[src/rtl/decode_multi_fetch.sv]
// rtl/decode_multi_fetch.sv - decode and serial operand-fetch stage with toggle handshakes
module decode_multi_fetch #(
  parameter int DATA_W    = 32,
  parameter int NUM_RD    = 4,
  parameter int RB_ADDR_W = 32,
  parameter int TIMEOUT   = 0
) (
  input  logic                     clk,
  input  logic                     reset,
  input  logic                     triggerIn,
  output logic                     readyOut,
  output logic [NUM_RD*DATA_W-1:0] dataOut,
  output logic [3:0]               typeOut,
  output logic                     errOut,
  output logic                     triggerOut,
  input  logic                     readyIn,
  input  logic [DATA_W-1:0]        dataIn,
  output logic                     triggerOutRB,
  output logic [RB_ADDR_W-1:0]     addrRB,
  input  logic                     readyInRB,
  input  logic [DATA_W-1:0]        dataInRB
);

  typedef enum logic [2:0] {
    S_IDLE,
    S_REQ_I,
    S_DECODE,
    S_RD_ISSUE,
    S_RD_WAIT,
    S_DONE
  } state_t;

  // Slots beyond NUM_RD are never requested.
  localparam logic [3:0] SLOT_KEEP = 4'((5'd1 << NUM_RD) - 5'd1);

  state_t                   state;
  state_t                   state_nxt;
  logic                     trig_seen;
  logic                     rdy_seen;
  logic                     rbrdy_seen;
  logic [DATA_W-1:0]        instr;
  logic [31:0]              iw;
  logic                     unused_iw;
  logic [3:0]               dec_mask;
  logic [3:0]               dec_type;
  logic [3:0]               mask;
  logic [3:0]               type_q;
  logic [1:0]               cur_slot;
  logic [1:0]               issue_slot;
  logic [3:0]               issue_field;
  logic [3:0][DATA_W-1:0]   slots;
  logic [31:0]              wait_cnt;
  logic                     trig_evt;
  logic                     rdy_evt;
  logic                     rb_evt;
  logic                     wait_expired;
  logic                     do_accept;
  logic                     do_latch;
  logic                     do_decode;
  logic                     do_issue;
  logic                     do_store;
  logic                     do_timeout;
  logic                     do_done;

  // Field decoding works on a 32-bit view of the instruction word.
  assign iw        = 32'(instr);
  assign unused_iw = ^{iw[24:20], iw[6:5]};

  assign trig_evt     = (triggerIn != trig_seen);
  assign rdy_evt      = (readyIn != rdy_seen);
  assign rb_evt       = (readyInRB != rbrdy_seen);
  assign wait_expired = (TIMEOUT > 0) && (wait_cnt == 32'(TIMEOUT - 1));

  // Instruction class and the operand slots it needs (slot order Rn, Rm, Rs, Rd).
  always_comb begin
    dec_mask = 4'b0000;
    case (iw[27:25])
      3'b000:  dec_mask = {1'b0, iw[4] & ~iw[7], 2'b11};
      3'b001:  dec_mask = 4'b0001;
      3'b010:  dec_mask = 4'b1001;
      3'b011:  dec_mask = 4'b1011;
      default: dec_mask = 4'b0000;
    endcase
    dec_mask = dec_mask & SLOT_KEEP;
    dec_type = (iw[31:28] == 4'hF) ? 4'hF : {1'b0, iw[27:25]};
  end

  // Lowest pending slot and the register index it reads.
  always_comb begin
    issue_slot = 2'd0;
    for (int k = 3; k >= 0; k--) begin
      if (mask[k]) issue_slot = 2'(k);
    end
    case (issue_slot)
      2'd0:    issue_field = iw[19:16];
      2'd1:    issue_field = iw[3:0];
      2'd2:    issue_field = iw[11:8];
      default: issue_field = iw[15:12];
    endcase
  end

  // State register.
  always_ff @(posedge clk) begin
    if (reset) state <= S_IDLE;
    else       state <= state_nxt;
  end

  // Next-state logic and per-cycle action strobes.
  always_comb begin
    state_nxt  = state;
    do_accept  = 1'b0;
    do_latch   = 1'b0;
    do_decode  = 1'b0;
    do_issue   = 1'b0;
    do_store   = 1'b0;
    do_timeout = 1'b0;
    do_done    = 1'b0;
    case (state)
      S_IDLE: begin
        if (trig_evt) begin
          do_accept = 1'b1;
          state_nxt = S_REQ_I;
        end
      end
      S_REQ_I: begin
        if (rdy_evt) begin
          do_latch  = 1'b1;
          state_nxt = S_DECODE;
        end
      end
      S_DECODE: begin
        do_decode = 1'b1;
        state_nxt = (dec_mask != 4'b0000) ? S_RD_ISSUE : S_DONE;
      end
      S_RD_ISSUE: begin
        if (mask != 4'b0000) begin
          do_issue  = 1'b1;
          state_nxt = S_RD_WAIT;
        end else begin
          state_nxt = S_DONE;
        end
      end
      S_RD_WAIT: begin
        if (rb_evt) begin
          do_store  = 1'b1;
          state_nxt = (mask != 4'b0000) ? S_RD_ISSUE : S_DONE;
        end else if (wait_expired) begin
          do_timeout = 1'b1;
          state_nxt  = (mask != 4'b0000) ? S_RD_ISSUE : S_DONE;
        end
      end
      S_DONE: begin
        do_done   = 1'b1;
        state_nxt = S_IDLE;
      end
      default: state_nxt = S_IDLE;
    endcase
  end

  // Datapath: edge trackers, handshake toggles, operand slots and published results.
  always_ff @(posedge clk) begin
    if (reset) begin
      trig_seen    <= triggerIn;
      rdy_seen     <= readyIn;
      rbrdy_seen   <= readyInRB;
      readyOut     <= 1'b0;
      dataOut      <= '0;
      typeOut      <= 4'h0;
      errOut       <= 1'b0;
      triggerOut   <= 1'b0;
      triggerOutRB <= 1'b0;
      addrRB       <= '0;
      instr        <= '0;
      mask         <= 4'b0000;
      type_q       <= 4'h0;
      cur_slot     <= 2'd0;
      slots        <= '0;
      wait_cnt     <= 32'd0;
    end else begin
      // Outside their awaited state these lines are simply absorbed.
      rdy_seen   <= readyIn;
      rbrdy_seen <= readyInRB;
      if (do_accept) begin
        trig_seen  <= triggerIn;
        triggerOut <= ~triggerOut;
      end
      if (do_latch) instr <= dataIn;
      if (do_decode) begin
        mask   <= dec_mask;
        type_q <= dec_type;
        slots  <= '0;
      end
      if (do_issue) begin
        cur_slot           <= issue_slot;
        addrRB             <= RB_ADDR_W'(issue_field);
        triggerOutRB       <= ~triggerOutRB;
        mask[issue_slot]   <= 1'b0;
        wait_cnt           <= 32'd0;
      end
      if (state == S_RD_WAIT && !rb_evt) wait_cnt <= wait_cnt + 32'd1;
      if (do_store) slots[cur_slot] <= dataInRB;
      if (do_timeout) errOut <= 1'b1;
      if (do_done) begin
        dataOut  <= slots[NUM_RD-1:0];
        typeOut  <= type_q;
        readyOut <= ~readyOut;
      end
    end
  end

endmodule
[config.mk]
export PLATFORM = sky130hd
export DESIGN_NAME = decode_multi_fetch
export DESIGN_NICKNAME = d
export VERILOG_FILES = /design/src/rtl/decode_multi_fetch.sv
export SDC_FILE = /design/constraint.sdc
export NUM_CORES = 1
export LEC_CHECK = 0
export ABC_AREA = 1
export CAP_MARGIN = 15
export CORE_UTILIZATION = 45
export DETAILED_ROUTE_END_ITERATION = 7
export GPL_TIMING_DRIVEN = 0
export PLACE_DENSITY_LB_ADDON = 0.05
export SLEW_MARGIN = 20
export SYNTH_ARGS = -nofsm -noshare
export SYNTH_HDL_FRONTEND = slang
export SYNTH_SLANG_ARGS = --single-unit
[constraint.sdc]
create_clock -name clk -period 1.7 [get_ports clk]
set_input_delay 0.34 -clock clk [delete_from_list [all_inputs] [get_ports clk]]
set_output_delay 0.34 -clock clk [all_outputs]
set_load 0.005 [all_outputs]
==> summary.md, run 1 <==
| Metric | Value |
|---|---|
| Run status | complete, no violations |
| Share of total power in sequential cells | 0.451 |
| Wirelength per Cell | approximately 17 um |
| Die outline height | 168 um |
| Syn Std Cell Area | about 12,000 um^2 |
| Routability congestion estimate | ~0.9 |
| Clock group share of total power | 0.402 |
| Setup CP Type | flop to primary output |
| Maximum ir drop on the vdd rail | about 630 uV |
| Timing-limited maximum frequency | 596 MHz |
| Total DRC errors in the routed layout | 0 |
| Via count of the first global-routing pass | 10,600 |
| Total number of vias | 11,700 |
| Final-stage net count | about 2,000 |
| Share of final-layout standard cells stronger than drive strength 1 | 0.111 |
| Leakage | between 8 and 9 nW |
| Deepest level of the CTS H-tree | 2 |
| Headroom to the max-slew limit | 0.591 |
| Switch Pwr | about 0.0048 W |
| CP cell instances | clkdlybuf4s50_1 |
| Post-synthesis cell type count | 28 |
| Library cell with the largest summed area after synthesis | sky130_fd_sc_hd__dfxtp_1 |
| Number of detailed-route iterations in the first pass | 5 |
| Largest net degree at the start of global routing | 14 |
| Setup-violating endpoint count in the final report | 0 |
| Clock period minus worst slack | about 1.7 ns |
| Deepest clock path buffer count | 3 |
| Final hold vios | 0 |
| Data arrival time of the critical path | between 1 and 1.5 ns |
| Crit path buffers/inverters | 1 |
| Switching Share | 0.277 |
| Die area | approximately 28,000 um^2 |
| Final worst clock skew | approximately 0.014 ns |
| Die Width | between 150 and 200 um |
| Cell type group with the largest total delay on the critical path | buffers and inverters |
| Cell area power density | about 1100 nW/um^2 |
| Critical path fanouts, max | 2 |
| Overflow left after global routing | 0 |
| Share of Yosys cell area claimed by the top area cell type | 0.495 |
| Element type at the critical path end | primary output |
| Share of the yosys chip area belonging to registers | 0.497 |
| Number of antenna violations at the first check in global routing | 2 |
| Hold Worst Slack | roughly 0.35 ns |
| Insertion delay to the later sink of the worst-skew pair | between 0.5 and 0.6 ns |
| Total Wirelength | between 30,000 and 40,000 um |
| Kind of path behind the tightest hold check | primary input to flop |
| Average via count per standard cell | between 5 and 6 |
| Syn. warnings | 0 |
| HPWL after detailed placement | approximately 27,000 um |
| Final clock period utilization by the worst path | 0.986 |
| CTS buffer count | 34 |
| Internal power contribution | between 0.01 and 0.015 W |
| Synth area leaders | sky130_fd_sc_hd__dfxtp_1, sky130_fd_sc_hd__o21ai_0, sky130_fd_sc_hd__nand2_1, sky130_fd_sc_hd__a21oi_1, sky130_fd_sc_hd__inv_1 |
| Post-Syn Area per Cell | 7.43 um^2 |
| Most numerous cell in the Yosys netlist | sky130_fd_sc_hd__dfxtp_1 |
| Reg2Reg Setup Slack | around 0.08 ns |
| Core ar. | roughly 27,000 um^2 |
| Number of filler instances in the final layout | about 2,600 |
| Initial detailed-routing violation count | between 700 and 800 |
| Clk pin slew, worst setup/hold paths | 0.06 ns |
| Total track usage | 0.265 |
| Count of flip-flops with a built-in enable after synthesis | 1 |
| Share of flip-flops with an asynchronous set or reset after synthesis | 0 |
| Most instantiated flip-flop cell in the synthesis netlist | sky130_fd_sc_hd__dfxtp_1 |
| Post-CTS Hold Buffers | 0 |
| Number of cells produced by synthesis | 1,672 |
| Transition at the pin with the smallest max-transition slack | about 0.61 ns |
| Root Buffer Master | sky130_fd_sc_hd__clkbuf_16 |
| Synthesis-stage register bit count | about 310 |
| Area added between synthesis and finish | 32.2% |
| RSZ-0062 raised after global routing | yes |
| Cell type of the slowest stage on the worst timing path | sky130_fd_sc_hd__clkdlybuf4s50_1 |
| Top post-synthesis cells by count | sky130_fd_sc_hd__dfxtp_1, sky130_fd_sc_hd__nand2_1, sky130_fd_sc_hd__o21ai_0 |
| TritonCTS clock tree | done |
| Overall power | between 0.015 and 0.02 W |
| Routed Antenna Nets | 0 |
| Slew Limit Fails | 0 |
| Max incr delay on CP | about 0.50 ns |
| Required time of the critical path | around 1.4 ns |
| Number of placed I/O pins | around 240 |
| Number of buffer cells added on primary ports | 199 |
| Combinational group share of total power | 0.147 |
| First-pass GRT wire length | between 50,000 and 60,000 um |
| Number of rows created at floorplan | 60 |
| Number of clock sinks | ~300 |
| Sort of element at the start of the critical path | flop |
| Starting Density | 0.460 |
| Max-Cap Viols | 0 |
[power groups by stage]
stage	Combinational [W]	Clock [W]	Sequential (W)
4_1_cts	0.00248	0.00710	0.00786
6_report	0.00256	0.00701	0.00787
2_1_floorplan	0.00147	0	0.00795
5_1_grt	0.00282	0.00740	0.00791
3_3_place_gp	0.00246	0	0.00800
3_5_place_dp	0.00248	0	0.00801
[registers in the layout (all words and copies together), names as in the netlist]
signal and cells:
dataOut 128, slots 128, instr 25, addrRB 4, mask 4, typeOut 4
type_q 4, state 3, cur_slot 2, rbrdy_seen 1, rdy_seen 1, readyOut 1
trig_seen 1, triggerOut 1, triggerOutRB 1
[routing by layer]
metal  vias to the layer above  part of all wire  GRT usage
met5                         -           0.00029          0
met4                         2             0.032      0.104
met3                        73             0.074     0.0543
met2                       442              0.45      0.423
met1                      5306              0.44      0.351
li1                       5882                 -          -
[cells in the final DEF, fill, tap and decap left out, drive strengths merged, types with 4 or more instances in the layout]
cell           Yosys  routed
a21oi            179     179
buf               66      70
clkbuf            85     140
clkdlybuf4s50      0      88
clkinv             0       8
conb               1      29
dfxtp            307     307
dlygate4sd2        0      39
dlymetal6s2s       0      72
inv              167     168
nand2            306     306
nand3            109     109
nand4             13      14
nor2             164     164
nor3               4       4
o21ai            262     262
[cell type report]
type,instances,area [um^2],area share
Sequential cell,308,6230,0.379
Multi-Input combinational cell,1073,4870,0.297
Timing Repair Buffer,209,2240,0.136
Clock buffer,50,1000,0.0610
Buffer,152,977,0.0595
Inverter,167,632,0.0385
Tap cell,341,427,0.0260
Clock inverter,9,48.8,0.00297
Antenna cell,1,2.50,0.000152
[logic make-up (layout without fill, tap and decap cells)]
kind of cell | count (synthesis) | count (layout) | synth area share
and+or+nand+nor | 597 | 598 | 0.199
AOI/OAI and AO/OA | 443 | 443 | 0.179
DFF | 308 | 308 | 0.497
xor gates and xnor gates | 3 | 3 | 0.00363
other | 1 | 30 | 0.000302
buffers and inverters | 320 | 587 | 0.121
[final timing paths]
check | start | endpoint | cells past startpoint
setup / recovery | dataOut[39] | dataOut[39] | 1
hold / removal | readyIn | rdy_seen | 1
setup reg to reg | state[1] | dataOut[0] | 6
hold reg to reg | triggerOutRB | triggerOutRB | 1
[metrics by stage]
stage | setup TNS, ns | setup slack, ns | area (um^2) | utilization | std cells
3_3_place_gp | -107.77 | -0.569 | 15000 | 0.553 | 2240
4_1_cts | 0 | 0.0000852 | 16100 | 0.594 | 2303
2_1_floorplan | 0 | 0.288 | 12500 | - | 1700
6_report | 0 | 0.0232 | 16400 | 0.608 | 2310
5_1_grt | -0.185 | -0.0482 | 16400 | 0.608 | 2310
3_5_place_dp | -112.21 | -0.596 | 15000 | 0.553 | 2240
[repair_timing]
item | in CTS | in global routing
buffers inserted | 4 | 5
pin swaps | 2 | 3
setup endpoints to repair | 253 | 366
resized for setup | 89 | 160
cloned | 0 | 2
No activity file was read; power rests on OpenSTA's default activity.
==> run 2, diff against run 1 <==
--- a/config.mk
+++ b/config.mk
@@ -12,4 +12,3 @@
 export GPL_TIMING_DRIVEN = 0
-export PLACE_DENSITY_LB_ADDON = 0.05
-export SLEW_MARGIN = 20
+export PLACE_DENSITY = 0.72
 export SYNTH_ARGS = -nofsm -noshare
--- a/constraint.sdc
+++ b/constraint.sdc
@@ -3,2 +3,2 @@
 set_output_delay 0.34 -clock clk [all_outputs]
-set_load 0.005 [all_outputs]
+set_load 0.02 [all_outputs]
==> run 2 against run 1 <==
Compared with the run above: sequential power barely moved; first-iteration DRC count increased by 35%; combinational power up 5%; non-clock buffer count fell by 2; utilization down 1.4 points; largest cell class unchanged; highest routed layer is now met4; worst setup slack gained 0.033 ns; critical path depth unchanged; final cell count about the same; clock power about the same; clock-buffer cell count is 6 lower; die area unchanged.
==> summary.md, run 2 (synthesized netlist as in run 1, its figures left out) <==
| Metric | Value |
|---|---|
| Final hold vios | 0 |
| Post-CTS Hold Buffers | 0 |
| Worst setup path endpoint | dataOut[85] |
| Clk pin slew, worst setup/hold paths | 0.06 ns |
| Routability congestion estimate | between 0.9 and 1 |
| Run status | complete, no violations |
| Die Width | between 150 and 200 um |
| Number of antenna violations at the first check in global routing | 1 |
| First-pass GRT wire length | between 50,000 and 60,000 um |
| Final design utilization | 0.594 |
| Share of final-layout standard cells stronger than drive strength 1 | 0.0935 |
| Overflow left after global routing | 0 |
| TritonCTS clock tree | done |
| Wirelength per Cell | roughly 16 um |
| Crit path buffers/inverters | 1 |
| Cell depth of the worst setup path | 1 |
| Final std cells w/o fill | approximately 2,300 |
| Max-Cap Viols | 0 |
| HPWL after detailed placement | approximately 27,000 um |
| Area added between synthesis and finish | 29.1% |
| Required time of the critical path | ~1.4 ns |
| Final-stage net count | 2,012 |
| Die area | between 20,000 and 30,000 um^2 |
| Final clock period utilization by the worst path | 0.967 |
| Max incr delay on CP | roughly 0.40 ns |
| CTS buffer count | 34 |
| Largest net degree at the start of global routing | 14 |
| Headroom to the max-slew limit | 0.524 |
| Reg-to-reg critical path endpoint | dataOut[80] |
| Total Wirelength | 37,400 um |
| RSZ-0062 raised after global routing | no |
| Slew Limit Fails | 0 |
| Setup CP Type | flop to primary output |
| Data arrival time of the critical path | between 1 and 1.5 ns |
| Clock period minus worst slack | between 1.5 and 2 ns |
| Routed Antenna Nets | 0 |
| Critical R2R Launch | state[1] |
| Insertion delay to the later sink of the worst-skew pair | ~0.53 ns |
| Placed cells | ~2,200 |
| Average via count per standard cell | roughly 5.2 |
| Root Buffer Master | sky130_fd_sc_hd__clkbuf_16 |
| Timing-limited maximum frequency | 608 MHz |
| Transition at the pin with the smallest max-transition slack | approximately 0.71 ns |
| Critical path fanouts, max | 2 |
| Hold path startpoint | readyIn |
| Overall power | between 0.015 and 0.02 W |
| Starting Density | 0.460 |
| Total number of vias | roughly 12,000 |
| Number of detailed-route iterations in the first pass | 5 |
| Number of buffer cells added on primary ports | 199 |
| Total DRC errors in the routed layout | 0 |
| Kind of path behind the tightest hold check | primary input to flop |
| Number of rows created at floorplan | 60 |
| Sort of element at the start of the critical path | flop |
| Final worst clock skew | roughly 0.028 ns |
| Deepest level of the CTS H-tree | 2 |
| Maximum ir drop on the vdd rail | between 800 and 900 uV |
| Via count of the first global-routing pass | approximately 11,000 |
| Reg2Reg Setup Slack | approximately 0.09 ns |
| CP cell instances | dlygate4sd2_1 |
| Crit. Startpoint | dataOut[85] |
| Number of placed I/O pins | approximately 240 |
| Cell type group with the largest total delay on the critical path | flip-flops |
| Die outline height | approximately 170 um |
| Deepest clock path buffer count | 3 |
| Most common library cell in the layout ignoring fill and taps | sky130_fd_sc_hd__dfxtp_1 |
| Cell area power density | around 1100 nW/um^2 |
| Core ar. | between 20,000 and 30,000 um^2 |
| Setup-violating endpoint count in the final report | 0 |
| Largest registers ranked by flip-flop count | dataOut (128), slots (128), instr (25) |
| Top library cells by usage in the layout, fill and taps aside | sky130_fd_sc_hd__dfxtp_1, sky130_fd_sc_hd__nand2_1, sky130_fd_sc_hd__o21ai_0 |
| Element type at the critical path end | primary output |
| Cell type of the slowest stage on the worst timing path | sky130_fd_sc_hd__dfxtp_1 |
| Total track usage | 0.259 |
| Number of clock sinks | between 300 and 400 |
| Initial detailed-routing violation count | roughly 1,100 |
| Leakage | between 7 and 8 nW |
| R2R depth | 6 |
-- run 2: changes by cell type in the layout (fill, tap and decap cells not counted), moves of 8 or more --
cell and change:
sky130_fd_sc_hd__dfxtp_2 -40, sky130_fd_sc_hd__dfxtp_1 +40, sky130_fd_sc_hd__dlygate4sd2_1 +100, sky130_fd_sc_hd__dlymetal6s2s_1 -72, sky130_fd_sc_hd__clkdlybuf4s50_1 -28, sky130_fd_sc_hd__o21ai_0 -8
-- run 2: what timing repair did --
item                       CTS  global route
setup endpoints to repair  320           241
setup buffers                3             4
pin swaps                    2             2
resized for setup          157            87
cloned                       0             1
-- run 2: through the flow --
stage          hold WS (ns)  setup TNS (ns)  cell area, um^2  worst slack (ns)
6_report              0.385               0            16000            0.0562
2_1_floorplan         0.368               0            12500             0.288
3_5_place_dp          0.436         -103.83            15000            -0.585
3_3_place_gp          0.433          -94.19            15000            -0.542
5_1_grt               0.364               0            16000           0.00776
4_1_cts               0.349               0            15900           0.00304
-- run 2: metal layers --
metal  share of wire  up-vias  global-route usage
li1                -     5886                   -
met2            0.47      468               0.438
met1            0.42     5485               0.325
met4           0.033        0              0.0885
met3           0.080       91              0.0585
met5               0        -                   0
-- run 2: where the power goes --
part,internal (W),leakage (nW),switching [W]
clock network,0.00401,0.540,0.00300
registers,0.00762,2.49,0.000246
logic,0.000882,4.37,0.00180
-- run 2: worst min-delay path by stage --
stage | endpoint | slack, ns | depth (start not counted)
floorplan | rbrdy_seen | 0.37 | 0
global placement | typeOut[1] | 0.43 | 2
detailed placement | dataOut[30] | 0.44 | 2
CTS | rdy_seen | 0.35 | 1
global route | rdy_seen | 0.36 | 1
finish | rdy_seen | 0.39 | 1
-- run 2: area by class of cell --
type / instances / area (um^2)
inverter: 167 / 632
fill: 2541 / 11000
clock inverter: 16 / 106
antenna: 1 / 2.50
buffer: 153 / 965
clock buffer: 44 / 958
timing repair buffer: 206 / 1880
tap: 341 / 427
multi-input combinational: 1073 / 4890
sequential: 308 / 6180
